<file path="src/rtl/serialiser_unit_cell.sv">
// Fixed-frame parallel-to-serial cell: eight 32-bit words, LSB first,
// with READY framing, a one-cycle DONE pulse and synchronous abort.
module serialiser_unit_cell (
    input  logic        CLK,
    input  logic        RESET,
    input  logic        LOAD,
    input  logic        ABORT,
    input  logic [31:0] PAR_OUT1,
    input  logic [31:0] PAR_OUT2,
    input  logic [31:0] PAR_OUT3,
    input  logic [31:0] PAR_OUT4,
    input  logic [31:0] PAR_OUT5,
    input  logic [31:0] PAR_OUT6,
    input  logic [31:0] PAR_OUT7,
    input  logic [31:0] PAR_OUT8,
    output logic        SERIAL_OUT,
    output logic        READY,
    output logic        BUSY,
    output logic        DONE,
    output logic [2:0]  WORD_COUNT,
    output logic [4:0]  BIT_COUNT
);

    typedef enum logic [1:0] {
        S_IDLE,
        S_SHIFT,
        S_DONE
    } state_t;

    state_t       state_q, state_d;
    logic [255:0] shadow_q, shadow_d;
    logic [7:0]   pos_q, pos_d;
    logic [7:0]   pos_nxt;
    logic         serial_q, serial_d;
    logic         ready_q, ready_d;
    logic         busy_q, busy_d;
    logic         done_q, done_d;

    // Frame position {word, bit} doubles as the flat shadow bit index.
    assign pos_nxt = pos_q + 8'd1;

    always_comb begin
        state_d  = state_q;
        shadow_d = shadow_q;
        pos_d    = 8'd0;
        serial_d = 1'b0;
        ready_d  = 1'b0;
        busy_d   = 1'b0;
        done_d   = 1'b0;
        if (ABORT) begin
            state_d = S_IDLE;
        end else begin
            unique case (state_q)
                S_SHIFT: begin
                    if (pos_q == 8'hFF) begin
                        state_d = S_DONE;
                        busy_d  = 1'b1;
                        done_d  = 1'b1;
                    end else begin
                        pos_d    = pos_nxt;
                        serial_d = shadow_q[pos_nxt];
                        ready_d  = 1'b1;
                        busy_d   = 1'b1;
                    end
                end
                default: begin
                    if (LOAD) begin
                        state_d  = S_SHIFT;
                        shadow_d = {PAR_OUT8, PAR_OUT7,
                                    PAR_OUT6, PAR_OUT5,
                                    PAR_OUT4, PAR_OUT3,
                                    PAR_OUT2, PAR_OUT1};
                        serial_d = PAR_OUT1[0];
                        ready_d  = 1'b1;
                        busy_d   = 1'b1;
                    end else begin
                        state_d = S_IDLE;
                    end
                end
            endcase
        end
    end

    always_ff @(posedge CLK or posedge RESET) begin
        if (RESET) begin
            state_q  <= S_IDLE;
            shadow_q <= '0;
            pos_q    <= 8'd0;
            serial_q <= 1'b0;
            ready_q  <= 1'b0;
            busy_q   <= 1'b0;
            done_q   <= 1'b0;
        end else begin
            state_q  <= state_d;
            shadow_q <= shadow_d;
            pos_q    <= pos_d;
            serial_q <= serial_d;
            ready_q  <= ready_d;
            busy_q   <= busy_d;
            done_q   <= done_d;
        end
    end

    assign SERIAL_OUT = serial_q;
    assign READY      = ready_q;
    assign BUSY       = busy_q;
    assign DONE       = done_q;
    assign WORD_COUNT = pos_q[7:5];
    assign BIT_COUNT  = pos_q[4:0];

endmodule

</file>
<file path="config.mk">
export PLATFORM = sky130hd
export DESIGN_NAME = serialiser_unit_cell
export DESIGN_NICKNAME = d
export VERILOG_FILES = /design/src/rtl/serialiser_unit_cell.sv
export SDC_FILE = /design/constraint.sdc
export NUM_CORES = 1
export LEC_CHECK = 0
export ABC_AREA = 1
export BUFFER_PORTS_ARGS = -buffer_cell sky130_fd_sc_hd__buf_2
export CAP_MARGIN = 20
export CORE_ASPECT_RATIO = 2
export CORE_MARGIN = 2
export CORE_UTILIZATION = 55
export CTS_CLUSTER_SIZE = 14
export DETAILED_ROUTE_END_ITERATION = 16
export PLACE_DENSITY = 0.8
export SLEW_MARGIN = 20
export SYNTH_ARGS = -nofsm -noshare
export SYNTH_HDL_FRONTEND = slang
export SYNTH_SLANG_ARGS = --single-unit
</file>
<file path="constraint.sdc">
create_clock -name CLK -period 17.9 [get_ports CLK]
set_clock_uncertainty 0.2 [all_clocks]
set_input_delay 1.79 -clock CLK [delete_from_list [all_inputs] [get_ports CLK]]
set_output_delay 1.79 -clock CLK [all_outputs]
set_load 0.03 [all_outputs]
</file>
==> Flow_metrics.wiki, run 1 <==
{| class="wikitable"
! Metric !! Value
|-
| Final worst-path cycle share || 22.8%
|-
| Startpoint of the most critical register-to-register path || pos_q[0]
|-
| Root cell of the clock tree || sky130_fd_sc_hd__clkbuf_16
|-
| Top cells by area, synth || sky130_fd_sc_hd__dfrtp_1, sky130_fd_sc_hd__nand2_1, sky130_fd_sc_hd__o21ai_0, sky130_fd_sc_hd__nand3_1, sky130_fd_sc_hd__inv_1
|-
| Post-synth EDFFs || 0
|-
| Maximum frequency from static timing analysis || 245 MHz
|-
| Maxcap violations || 0
|-
| Post-cts sizing count || 0
|-
| Final Max Slew Viols || 0
|-
| Capture point of the worst reg-to-reg path || SERIAL_OUT
|-
| Post-detailed-route via-to-cell ratio || 5.32
|-
| Unique cell type count in the Yosys netlist || 26
|-
| Total global routing track utilization || 28.8%
|-
| Final weighted congestion in routability-driven placement || 0.860
|-
| # DRC || 0
|-
| Critical path capture point || shadow_q[116]
|-
| Arrival time reported for the critical path endpoint || 4.24 ns
|-
| Reg2reg path depth || 11
|-
| Number of synthesized register bits || 270
|-
| TNS Setup || 0 ns
|-
| Worst min-delay path category || reg2reg
|-
| Bufs on Longest Clock Path || 3
|-
| Final routed wire length divided by cell count || 16.3 um
|-
| Number of nets in the layout || 2153
|-
| Category of the worst setup path capture point || flip-flop
|-
| Total iterations of the first detailed-routing run || 5
|-
| I/O pin cnt || 272
|-
| Total cell area at the placement stage || 0.0142 mm^2
|-
| Total standard cell area after synthesis || 0.0129 mm^2
|-
| Layout area overhead || 15.9%
|-
| Leakage component of the power || 7.79 nW
|-
| Number of buffers added by the clock tree synthesis step || 24
|-
| Vias || 11659
|-
| CP max FO || 285
|-
| Peak-usage layer in the global routing report || met2
|-
| Synth Net Count || 1953
|-
| Number of endpoints with negative hold slack in the final report || 0
|-
| Global-route congestion overflow total || 0
|-
| Post-synth ARST share || 100%
|-
| Most common flop cell mapped by yosys || sky130_fd_sc_hd__dfrtp_1
|-
| Worst Path Required || 18.06 ns
|-
| Power, Total || 0.00157 W
|-
| Reg-to-reg setup timing slack || 14.11 ns
|-
| Yosys warning total || 0
|-
| Clock latency on the worst-skew pair || 0.53 ns
|-
| DRT iter0 DRCs || 1098
|-
| Largest net degree at the start of global routing || 286
|-
| Detail Placement HPWL || 23000 um
|-
| Die outline width || 112 um
|-
| Initial Util || 55.7%
|-
| Top-area cell type share of the netlist area || 52.2%
|-
| Placeable Area || 0.0232 mm^2
|-
| Slew margin rel. || 24.9%
|-
| Top cell type by total area after synthesis || sky130_fd_sc_hd__dfrtp_1
|-
| Top cells by count, synth || sky130_fd_sc_hd__nand2_1, sky130_fd_sc_hd__dfrtp_1, sky130_fd_sc_hd__o21ai_0
|-
| Post-CTS setup buffer count || 0
|-
| Fin Hold WS || 0.265 ns
|-
| Largest vdd supply drop || 97.5 uV
|-
| Proportion of synthesized chip area in sequential cells || 52.2%
|-
| Final min period || 4.09 ns
|-
| Transition time of the tightest slew-check pin || 1.13 ns
|-
| Total power per unit cell area || 104 mW/mm^2
|-
| Chip height || 221 um
|-
| Hold buffer count at cts || 0
|-
| # H-tree levels || 1
|-
| RSZ-0062 raised after global routing || no
|-
| Clock sinks || 270
|-
| Clock tree from TritonCTS || yes
|-
| Met1 capacity usage during global routing || 35.0%
|-
| Count of standard-cell rows || 79
|-
| Global routing met3 resource utilization || 2.68%
|-
| Mean area per synthesized cell || 7.65 um^2
|-
| Wire length after detailed routing || 35700 um
|-
| Wire length of the first global-routing pass || 57500 um
|-
| Crit. Startpoint || ABORT
|-
| Result of the run || complete, no violations
|-
| Startpoint-to-endpoint class of the critical path || in2reg
|-
| Via count of the first global-routing pass || 11627
|-
| Number of input and output port buffers inserted || 271
|-
| Grt met2 use || 49.2%
|-
| Startpoint types || input pin
|-
| Number of instances in the synthesized netlist || 1692
|-
| Die area || 0.0248 mm^2
|-
| Number of routed nets with antenna violations || 0
|-
| Register clock-pin slew on the reported worst setup and hold paths || 0.06 ns
|-
| Most frequently used cell type in the post-synthesis netlist || sky130_fd_sc_hd__nand2_1
|-
| Endpoints failing setup || 0
|-
| Fraction of final layout cells sized beyond drive strength 1 || 17.8%
|-
| Antenna violations before repair || 5
|-
| Final cell area excluding filler cells || 0.0150 mm^2
|}
==> per-stage QoR <==
| stage | setup slack [ns] | std cells | util, % |
|---|---|---|---|
| after floorplan | 8.47 | 1692 | - |
| after global placement | 13.48 | 2149 | 61.3 |
| after detailed placement | 13.37 | 2149 | 61.3 |
| after CTS | 13.91 | 2187 | 64.5 |
| after global routing | 13.58 | 2192 | 64.6 |
| final | 13.81 | 2192 | 64.6 |
==> final cells by class <==
type | count | area, um^2
antenna | 5 | 12.5
clock buffer | 35 | 723
clock inverter | 3 | 15.0
fill | 2053 | 8230
inverter | 156 | 599
multi-input combinational | 1159 | 5080
sequential | 270 | 6760
tap | 283 | 354
timing repair buffer | 281 | 1450
==> critical path, stage by stage <==
cell,delay [ns]
sky130_fd_sc_hd__buf_2,0.12
sky130_fd_sc_hd__nor3_2,0.36
sky130_fd_sc_hd__buf_12,0.67
sky130_fd_sc_hd__buf_4,0.89
sky130_fd_sc_hd__o21ai_0,0.23
==> power breakdown <==
group	internal [W]	total, W	switching, W
combinational	0.000109	0.000299	0.000190
sequential	0.000722	0.000768	0.0000461
clock	0.000277	0.000499	0.000222
total	0.00111	0.00157	0.000458
==> sequential cells by signal, indices dropped and copies added (netlist names) <==
register,flops
pos_q,8
shadow_q,256
state_q,2
DONE,1
BUSY,1
SERIAL_OUT,1
READY,1
==> cell usage in the layout (no fill, tap or decap) <==
master                      instances
sky130_fd_sc_hd__clkbuf_1           4
sky130_fd_sc_hd__inv_1            149
sky130_fd_sc_hd__nand3_1          153
sky130_fd_sc_hd__diode_2            5
sky130_fd_sc_hd__nand2_1          656
sky130_fd_sc_hd__dfrtp_4            1
sky130_fd_sc_hd__nand3_2           10
sky130_fd_sc_hd__buf_2            271
sky130_fd_sc_hd__buf_6              1
sky130_fd_sc_hd__inv_2              3
sky130_fd_sc_hd__inv_8              1
sky130_fd_sc_hd__xor2_4             2
sky130_fd_sc_hd__clkbuf_16         25
sky130_fd_sc_hd__nor2_4             1
sky130_fd_sc_hd__o211ai_1          37
sky130_fd_sc_hd__xnor2_4            1
sky130_fd_sc_hd__inv_4              2
sky130_fd_sc_hd__buf_12             1
sky130_fd_sc_hd__nor2_1           115
sky130_fd_sc_hd__clkinv_2           4
sky130_fd_sc_hd__dfrtp_1          269
sky130_fd_sc_hd__nor3_2             1
sky130_fd_sc_hd__clkbuf_8           6
sky130_fd_sc_hd__o21ai_0          169
sky130_fd_sc_hd__buf_4              8
sky130_fd_sc_hd__a21oi_1            7
sky130_fd_sc_hd__nand3b_1           2
sky130_fd_sc_hd__xor2_1             3
sky130_fd_sc_hd__nand4_1            1
sky130_fd_sc_hd__ha_2               1
==> worst min-delay path by stage <==
| stage | from | endpoint | slack [ns] | cells past startpoint |
|---|---|---|---|---|
| after global placement | shadow_q[78] | shadow_q[78] | 0.25 | 2 |
| after floorplan | shadow_q[10] | shadow_q[10] | 0.24 | 2 |
| after CTS | shadow_q[234] | shadow_q[234] | 0.27 | 2 |
| after detailed placement | shadow_q[217] | shadow_q[217] | 0.25 | 2 |
| final | shadow_q[248] | shadow_q[248] | 0.27 | 2 |
| after global routing | shadow_q[23] | shadow_q[23] | 0.29 | 2 |
==> metal layers <==
metal  up-vias  routed length [um]
met2       473               18200
met5         -                   0
met4         0                2170
met3       114                1930
li1       5680                   -
met1      5392               13500
==> kinds of logic after synthesis <==
logic type	after synthesis	share of synthesized area (%)
compound gates	213	8.95
xor+xnor	6	0.754
fa+ha+maj	1	0.0967
buf+inv	263	8.69
flops	270	52.2
simple gates	939	29.3
(Power assumes the default switching activity.)
==> inputs of run 2 (changes only) <==
==> constraint.sdc (replaced) <==
create_clock -name CLK -period 4.1 [get_ports CLK]
set_clock_uncertainty 0.2 [all_clocks]
set_input_delay 0.41 -clock CLK [delete_from_list [all_inputs] [get_ports CLK]]
set_output_delay 0.41 -clock CLK [all_outputs]
set_load 0.03 [all_outputs]
==> run 2 against run 1 <==
  * Cell count increased by 12%
  * Worst setup slack got worse by 13 ns
  * Clock power increased to 4.3 times the previous value
  * Routed wire length increased by 29%
  * Flip-flop and latch count unchanged
  * Count of clock-buffer cells in the layout decreased by 4
  * Die area unchanged
  * Register-to-register slack got worse by 13 ns
  * Cell area increased by 18%
==> Flow_metrics.wiki, run 2 (synthesis results as in run 1) <==
{| class="wikitable"
! Metric !! Value
|-
| Endpoints failing setup || 0
|-
| Crit. Startpoint || pos_q[0]
|-
| Number of buffers added by the clock tree synthesis step || 24
|-
| Largest vdd supply drop || 385 uV
|-
| Maximum frequency from static timing analysis || 322 MHz
|-
| CP max FO || 99
|-
| Count of standard-cell rows || 79
|-
| # DRC || 0
|-
| Capture point of the worst reg-to-reg path || SERIAL_OUT
|-
| Flip-flop count of the largest register after layout || 256
|-
| Top flop regs || shadow_q: 256 flops, pos_q: 8 flops, state_q: 2 flops
|-
| Initial Util || 55.7%
|-
| Critical path capture point || BIT_COUNT[0]
|-
| Register clock-pin slew on the reported worst setup and hold paths || 0.07 ns
|-
| Via count of the first global-routing pass || 14382
|-
| Slew margin rel. || 25.3%
|-
| Instance count after placement with tap cells included || 2151
|-
| Reg-to-reg setup timing slack || 0.99 ns
|-
| Internal power component || 0.00495 W
|-
| Leakage component of the power || 8.90 nW
|-
| Maxcap violations || 0
|-
| Total iterations of the first detailed-routing run || 6
|-
| # H-tree levels || 1
|-
| Total power per unit cell area || 404 mW/mm^2
|-
| Clock latency on the worst-skew pair || 0.53 ns
|-
| Top register by number of flip-flops || shadow_q
|-
| Final min period || 3.11 ns
|-
| Antenna violations before repair || 2
|-
| Startpoint-to-endpoint class of the critical path || reg2out
|-
| Arrival time reported for the critical path endpoint || 2.50 ns
|-
| Reg2reg path depth || 10
|-
| Final Max Slew Viols || 0
|-
| Total global routing track utilization || 37.5%
|-
| Number of endpoints with negative hold slack in the final report || 0
|-
| Largest net degree at the start of global routing || 255
|-
| Wire length after detailed routing || 46100 um
|-
| Wire length of the first global-routing pass || 73500 um
|-
| Chip height || 221 um
|-
| Die outline width || 112 um
|-
| Root cell of the clock tree || sky130_fd_sc_hd__clkbuf_16
|-
| Detail Placement HPWL || 25000 um
|-
| Proportion of power drawn by the clock network || 29.9%
|-
| Number of nets in the layout || 2415
|-
| Bufs on Longest Clock Path || 3
|-
| Worst Path Required || 3.49 ns
|-
| Number of input and output port buffers inserted || 271
|-
| Share of total power consumed by net switching || 30.6%
|-
| Startpoint of the most critical register-to-register path || pos_q[0]
|-
| RSZ-0062 raised after global routing || no
|-
| Global-route congestion overflow total || 0
|-
| Post-route setup slack || 0.992 ns
|-
| Switching power || 0.00218 W
|-
| Power share of the combinational group || 22.5%
|-
| I/O pin cnt || 272
|-
| Startpoint types || flip-flop
|-
| Die area || 0.0248 mm^2
|-
| Met1 capacity usage during global routing || 42.2%
|-
| Final weighted congestion in routability-driven placement || 0.837
|-
| Category of the worst setup path capture point || output port
|-
| Beginning of the worst hold path || shadow_q[189]
|-
| Worst slack after detailed placement || 0.919 ns
|-
| Clock sinks || 270
|-
| Number of routed nets with antenna violations || 0
|-
| Vias || 13680
|-
| Part of the total power dissipated in sequential elements || 47.6%
|-
| Result of the run || complete, no violations
|-
| Global routing met3 resource utilization || 6.08%
|-
| Commonest non-fill, non-tap cells in the layout || sky130_fd_sc_hd__nand2_1, sky130_fd_sc_hd__buf_2, sky130_fd_sc_hd__dfrtp_1
|-
| Final Instance Count excl. Fillers || 2449
|-
| Final routed wire length divided by cell count || 18.8 um
|-
| Transition time of the tightest slew-check pin || 1.12 ns
|-
| DRT iter0 DRCs || 1412
|-
| Layout area overhead || 36.3%
|-
| Clock tree from TritonCTS || yes
|-
| Final worst-path cycle share || 75.8%
|-
| Peak-usage layer in the global routing report || met2
|-
| Worst min-delay path category || reg2reg
|-
| Grt met2 use || 64.5%
|-
| Placeable Area || 0.0232 mm^2
|-
| Fraction of final layout cells sized beyond drive strength 1 || 15.8%
|-
| Leading cell type in the layout, fill and taps excluded || sky130_fd_sc_hd__nand2_1
|-
| Post-detailed-route via-to-cell ratio || 5.59
|}
## run 2: changes by cell type in the layout (fill, tap and decap cells not counted), sizes merged
cell,previous run,this run
dlygate4sd3,0,259
clkbuf,35,31
buf,281,284
diode,5,2
clkinv,4,5
clkinvlp,0,1
## run 2: metal layers
layer,routed length (um),vias up
met2,23500,834
met3,3380,279
li1,-,6201
met1,15700,6366
met4,3530,0
met5,0,-
## run 2: timing repair
action	CTS	global route
buffers inserted	0	0
resized for setup	0	0
hold endpoints to repair	284	0
hold buffers	259	0
## run 2: critical path, stage by stage (launching register included)
cell and delay (ns):
sky130_fd_sc_hd__dfrtp_4 0.71, sky130_fd_sc_hd__buf_4 0.83, sky130_fd_sc_hd__buf_2 0.34
## run 2: worst min-delay path by stage
stage | endpoint | depth (start not counted)
floorplan | shadow_q[10] | 2
global placement | shadow_q[86] | 2
detailed placement | shadow_q[62] | 2
CTS | shadow_q[62] | 2
global route | shadow_q[62] | 2
finish | shadow_q[189] | 2
## run 2: metrics by stage
stage	hold WS [ns]	power, W	util (%)	setup TNS (ns)	instance area [um^2]
6_report	0.271	0.00713	76.0	0	17600
5_1_grt	0.284	0.00746	76.0	0	17600
4_1_cts	0.270	0.00702	75.8	0	17600
3_5_place_dp	0.255	0.00473	61.6	0	14300
3_3_place_gp	0.250	0.00467	61.6	0	14300
2_1_floorplan	0.237	0.00428	-	-20.91	12900
## run 2: final cells by class
| type | instances | area, um^2 |
|---|---|---|
| Sequential cell | 270 | 6760 |
| Fill cell | 1489 | 5590 |
| Multi-Input combinational cell | 1159 | 5080 |
| Timing Repair Buffer | 543 | 4140 |
| Clock buffer | 31 | 678 |
| Inverter | 156 | 594 |
| Tap cell | 283 | 354 |
| Clock inverter | 5 | 25.0 |
| Antenna cell | 2 | 5.00 |
## run 2: power by group through the flow
stage                     clock, W  sequential (W)  combinational [W]
after global placement           0         0.00340            0.00128
after floorplan                  0         0.00335           0.000937
after detailed placement         0         0.00341            0.00132
after CTS                  0.00214         0.00337            0.00152
final                      0.00213         0.00340            0.00160
after global routing       0.00223         0.00343            0.00180
==> inputs of run 3 (changes only) <==
--- a/config.mk
+++ b/config.mk
@@ -5,15 +5,15 @@
 export SDC_FILE = /design/constraint.sdc
 export NUM_CORES = 1
 export LEC_CHECK = 0
-export ABC_AREA = 1
+export ABC_AREA = 0
 export BUFFER_PORTS_ARGS = -buffer_cell sky130_fd_sc_hd__buf_2
 export CAP_MARGIN = 20
 export CORE_ASPECT_RATIO = 2
 export CORE_MARGIN = 2
-export CORE_UTILIZATION = 55
+export CORE_UTILIZATION = 49
 export CTS_CLUSTER_SIZE = 14
 export DETAILED_ROUTE_END_ITERATION = 16
-export PLACE_DENSITY = 0.8
+export PLACE_DENSITY = 0.76
 export SLEW_MARGIN = 20
 export SYNTH_ARGS = -nofsm -noshare
 export SYNTH_HDL_FRONTEND = slang
==> constraint.sdc (replaced) <==
create_clock -name CLK -period 2.6 [get_ports CLK]
set_clock_uncertainty 0.2 [all_clocks]
set_input_delay 0.26 -clock CLK [delete_from_list [all_inputs] [get_ports CLK]]
set_output_delay 0.26 -clock CLK [all_outputs]
set_load 0.03 [all_outputs]
==> run 3 against run 2 <==
  * The run now ends with negative setup slack left
  * Sequential share of layout area decreased by 0.99 points
  * Largest cell class unchanged
  * Core utilization decreased by 1.8 points
  * Worst setup slack got worse by 1.3 ns
  * Hold slack got worse by 0.21 ns
  * Critical endpoint is now SERIAL_OUT
==> Flow_metrics.wiki, run 3 <==
{| class="wikitable"
! Metric !! Value
|-
| Result of the run || complete, but fails checks
|-
| Violations in the final reports || negative setup slack
|-
| Reg-to-reg setup timing slack || -0.33 ns
|-
| Final min period || 2.93 ns
|-
| Final worst-path cycle share || 113%
|-
| Synth Net Count || 1044
|-
| Top cells by count, synth || sky130_fd_sc_hd__dfrtp_1, sky130_fd_sc_hd__mux2_2, sky130_fd_sc_hd__mux4_2
|-
| Post-detailed-route via-to-cell ratio || 5.50
|-
| Endpoints failing setup || 1
|-
| Initial Util || 50.0%
|-
| Mux contribution to synthesized area || 36.3%
|-
| Worst Path Required || 2.78 ns
|-
| Post-synth EDFFs || 0
|-
| Number of synthesized register bits || 270
|-
| Layout area overhead || 48.4%
|-
| Final routed wire length divided by cell count || 23.1 um
|-
| Clock tree from TritonCTS || yes
|-
| Chip height || 227 um
|-
| Part of the total power dissipated in sequential elements || 46.2%
|-
| Maximum frequency from static timing analysis || 341 MHz
|-
| Met2 Wirelength || 21500 um
|-
| Largest family of logic cells by synthesized area || multiplexers
|-
| Top register by number of flip-flops || shadow_q
|-
| Antenna violations before repair || 2
|-
| Register clock-pin slew on the reported worst setup and hold paths || 0.07 ns
|-
| Internal power component || 0.00903 W
|-
| Flip-flop count of the largest register after layout || 256
|-
| Adder-Cell Fraction of Synth Area || 0.103%
|-
| Buf/Inv on CP || 1
|-
| Count of standard-cell rows || 81
|-
| Post-synthesis share of cell area spent on and, or, nand and nor gates || 2.78%
|-
| DRT iter0 DRCs || 450
|-
| Most frequently used cell type in the post-synthesis netlist || sky130_fd_sc_hd__dfrtp_1
|-
| Startpoint-to-endpoint class of the critical path || reg2reg
|-
| Post-synth ARST share || 100%
|-
| Mean area per synthesized cell || 15.6 um^2
|-
| Clock latency on the worst-skew pair || 0.52 ns
|-
| Wire length of the first global-routing pass || 60200 um
|-
| Met1 wire length || 13100 um
|-
| Placeable Area || 0.0244 mm^2
|-
| Commonest non-fill, non-tap cells in the layout || sky130_fd_sc_hd__buf_2, sky130_fd_sc_hd__dfrtp_1, sky130_fd_sc_hd__dlygate4sd3_1
|-
| Die area || 0.0263 mm^2
|-
| Uppermost layer routed || met4
|-
| Bufs on Longest Clock Path || 3
|-
| Number of routed nets with antenna violations || 0
|-
| Logic depth of the worst path, buffers included || 8
|-
| Family with the most delay on the worst path || compound AO/OA/AOI/OAI gates
|-
| Total power per unit cell area || 674 mW/mm^2
|-
| Worst min-delay path category || in2async
|-
| Final Max Slew Viols || 0
|-
| Top cells by area, synth || sky130_fd_sc_hd__dfrtp_1, sky130_fd_sc_hd__mux2_2, sky130_fd_sc_hd__mux4_2, sky130_fd_sc_hd__mux2i_1, sky130_fd_sc_hd__clkbuf_1
|-
| Via count of the first global-routing pass || 10968
|-
| Area share of xor/xnor cells in the synthesized design || 0.769%
|-
| I/O pin cnt || 272
|-
| Total global routing track utilization || 30.7%
|-
| Startpoint types || flip-flop
|-
| Number of input and output port buffers inserted || 271
|-
| # DRC || 0
|-
| Yosys warning total || 0
|-
| Fin Hold WS || 0.0599 ns
|-
| RSZ-0062 raised after global routing || yes
|-
| Final weighted congestion in routability-driven placement || 0.837
|-
| Total standard cell area after synthesis || 0.0122 mm^2
|-
| Detail Placement HPWL || 22900 um
|-
| Category of the worst setup path capture point || flip-flop
|-
| Wire length after detailed routing || 39600 um
|-
| Proportion of power drawn by the clock network || 31.4%
|-
| Max stage delay cell, worst path || sky130_fd_sc_hd__mux4_2
|-
| Number of nets in the layout || 1626
|-
| Maxcap violations || 0
|-
| Fraction of final layout cells sized beyond drive strength 1 || 52.0%
|-
| DR WL met3 || 1960 um
|-
| Total iterations of the first detailed-routing run || 4
|-
| Most common flop cell mapped by yosys || sky130_fd_sc_hd__dfrtp_1
|-
| Vias || 9438
|-
| Number of buffers added by the clock tree synthesis step || 25
|-
| Switching power || 0.00317 W
|-
| Reg2reg path depth || 8
|-
| Util after Layout || 74.1%
|-
| Global-route congestion overflow total || 0
|-
| Top cell type by total area after synthesis || sky130_fd_sc_hd__dfrtp_1
|-
| Arrival time reported for the critical path endpoint || 3.11 ns
|-
| Post-route setup slack || -0.329 ns
|-
| Complex-gate fraction of the synthesized area || 2.36%
|-
| Power, Total || 0.0122 W
|-
| Top flop regs || shadow_q: 256 flops, pos_q: 8 flops, state_q: 2 flops
|-
| Share of total power consumed by net switching || 26.0%
|-
| Number of endpoints with negative hold slack in the final report || 0
|-
| Clock sinks || 270
|-
| Die outline width || 116 um
|-
| Delay of the slowest cell on the worst path || 0.56 ns
|-
| Leading cell type in the layout, fill and taps excluded || sky130_fd_sc_hd__buf_2
|-
| Proportion of synthesized chip area in sequential cells || 55.4%
|-
| Leakage component of the power || 7.83 nW
|-
| Top-area cell type share of the netlist area || 55.4%
|-
| Transition time of the tightest slew-check pin || 0.652 ns
|-
| Power share of the combinational group || 22.5%
|-
| Crit path cell chain || ha_4 -> buf_4 -> mux4_2 -> a2111oi_4 -> a31oi_1 -> and3_1 -> a311oi_1 -> a222oi_1
|-
| Unique cell type count in the Yosys netlist || 45
|-
| Slew margin rel. || 56.4%
|-
| Largest net degree at the start of global routing || 98
|-
| Number of instances in the synthesized netlist || 783
|-
| Root cell of the clock tree || sky130_fd_sc_hd__clkbuf_16
|-
| Largest vdd supply drop || 595 uV
|-
| # H-tree levels || 1
|-
| CP max FO || 5
|}
==> run 3: power by group through the flow <==
stage	clock [W]	combinational [W]	sequential [W]
finish	0.00383	0.00274	0.00563
global route	0.00404	0.00292	0.00570
CTS	0.00387	0.00265	0.00554
detailed placement	0	0.00226	0.00562
global placement	0	0.00219	0.00557
floorplan	0	0.00164	0.00544
==> run 3: worst reg2reg max path, delay by kind of cell, from the launching register on <==
family	cells	cell delay [ns]
simple gates	1	0.19
flops	1	0.49
fa+ha+maj	1	0.33
buf+inv	1	0.16
compound gates	4	0.85
mux	1	0.56
==> run 3: logic make-up after synthesis <==
group,count (synthesis)
multiplexers,337
flip-flops,270
AND/OR/NAND/NOR,73
buffers and inverters,54
AO/OA/AOI/OAI,39
XOR/XNOR,9
adder cells (fa/ha/maj),1
==> run 3: path summary, 6_finish.rpt <==
path                         startpoint            to
hold / removal                    RESET  shadow_q[32]
max in group asynchronous         RESET  shadow_q[85]
hold reg to reg            shadow_q[81]  shadow_q[81]
setup / recovery               pos_q[0]    SERIAL_OUT
setup reg to reg               pos_q[0]    SERIAL_OUT
min in group CLK           PAR_OUT3[20]  shadow_q[84]
==> run 3: metrics by stage <==
stage	setup WS, ns	cell area (um^2)	setup TNS (ns)	std cells
after floorplan	-1.43	12200	-385.69	783
after global placement	-0.403	14500	-0.403	1407
after detailed placement	-0.393	14500	-0.393	1407
after CTS	-0.236	18100	-0.236	1713
after global routing	-0.376	18100	-0.376	1714
final	-0.329	18100	-0.329	1715
==> run 3: layout make-up <==
cell class                 count  area [um^2]
sequential                   270         6760
tap                          332          415
inverter                       4         18.8
timing repair buffer         605         4760
clock inverter                 5          103
clock buffer                  37          731
antenna                        3         7.51
multi-input combinational    459         5320
fill                        1467         6310
==> run 3: repair_timing <==
item | 4_1_cts | 5_1_grt
buffers inserted | 2 | 0
hold endpoints to repair | 422 | 0
endpoints found under the setup margin | 1 | 1
gates cloned | 1 | 0
gates resized for setup | 27 | 10
pin swaps | 9 | 9
hold buffers | 261 | 0
==> run 3: metal layers <==
metal | vias to the layer above | global-route usage, %
met5 | - | 0
met1 | 4758 | 31.6
met2 | 419 | 54.9
li1 | 4088 | -
met3 | 173 | 5.22
met4 | 0 | 22.0
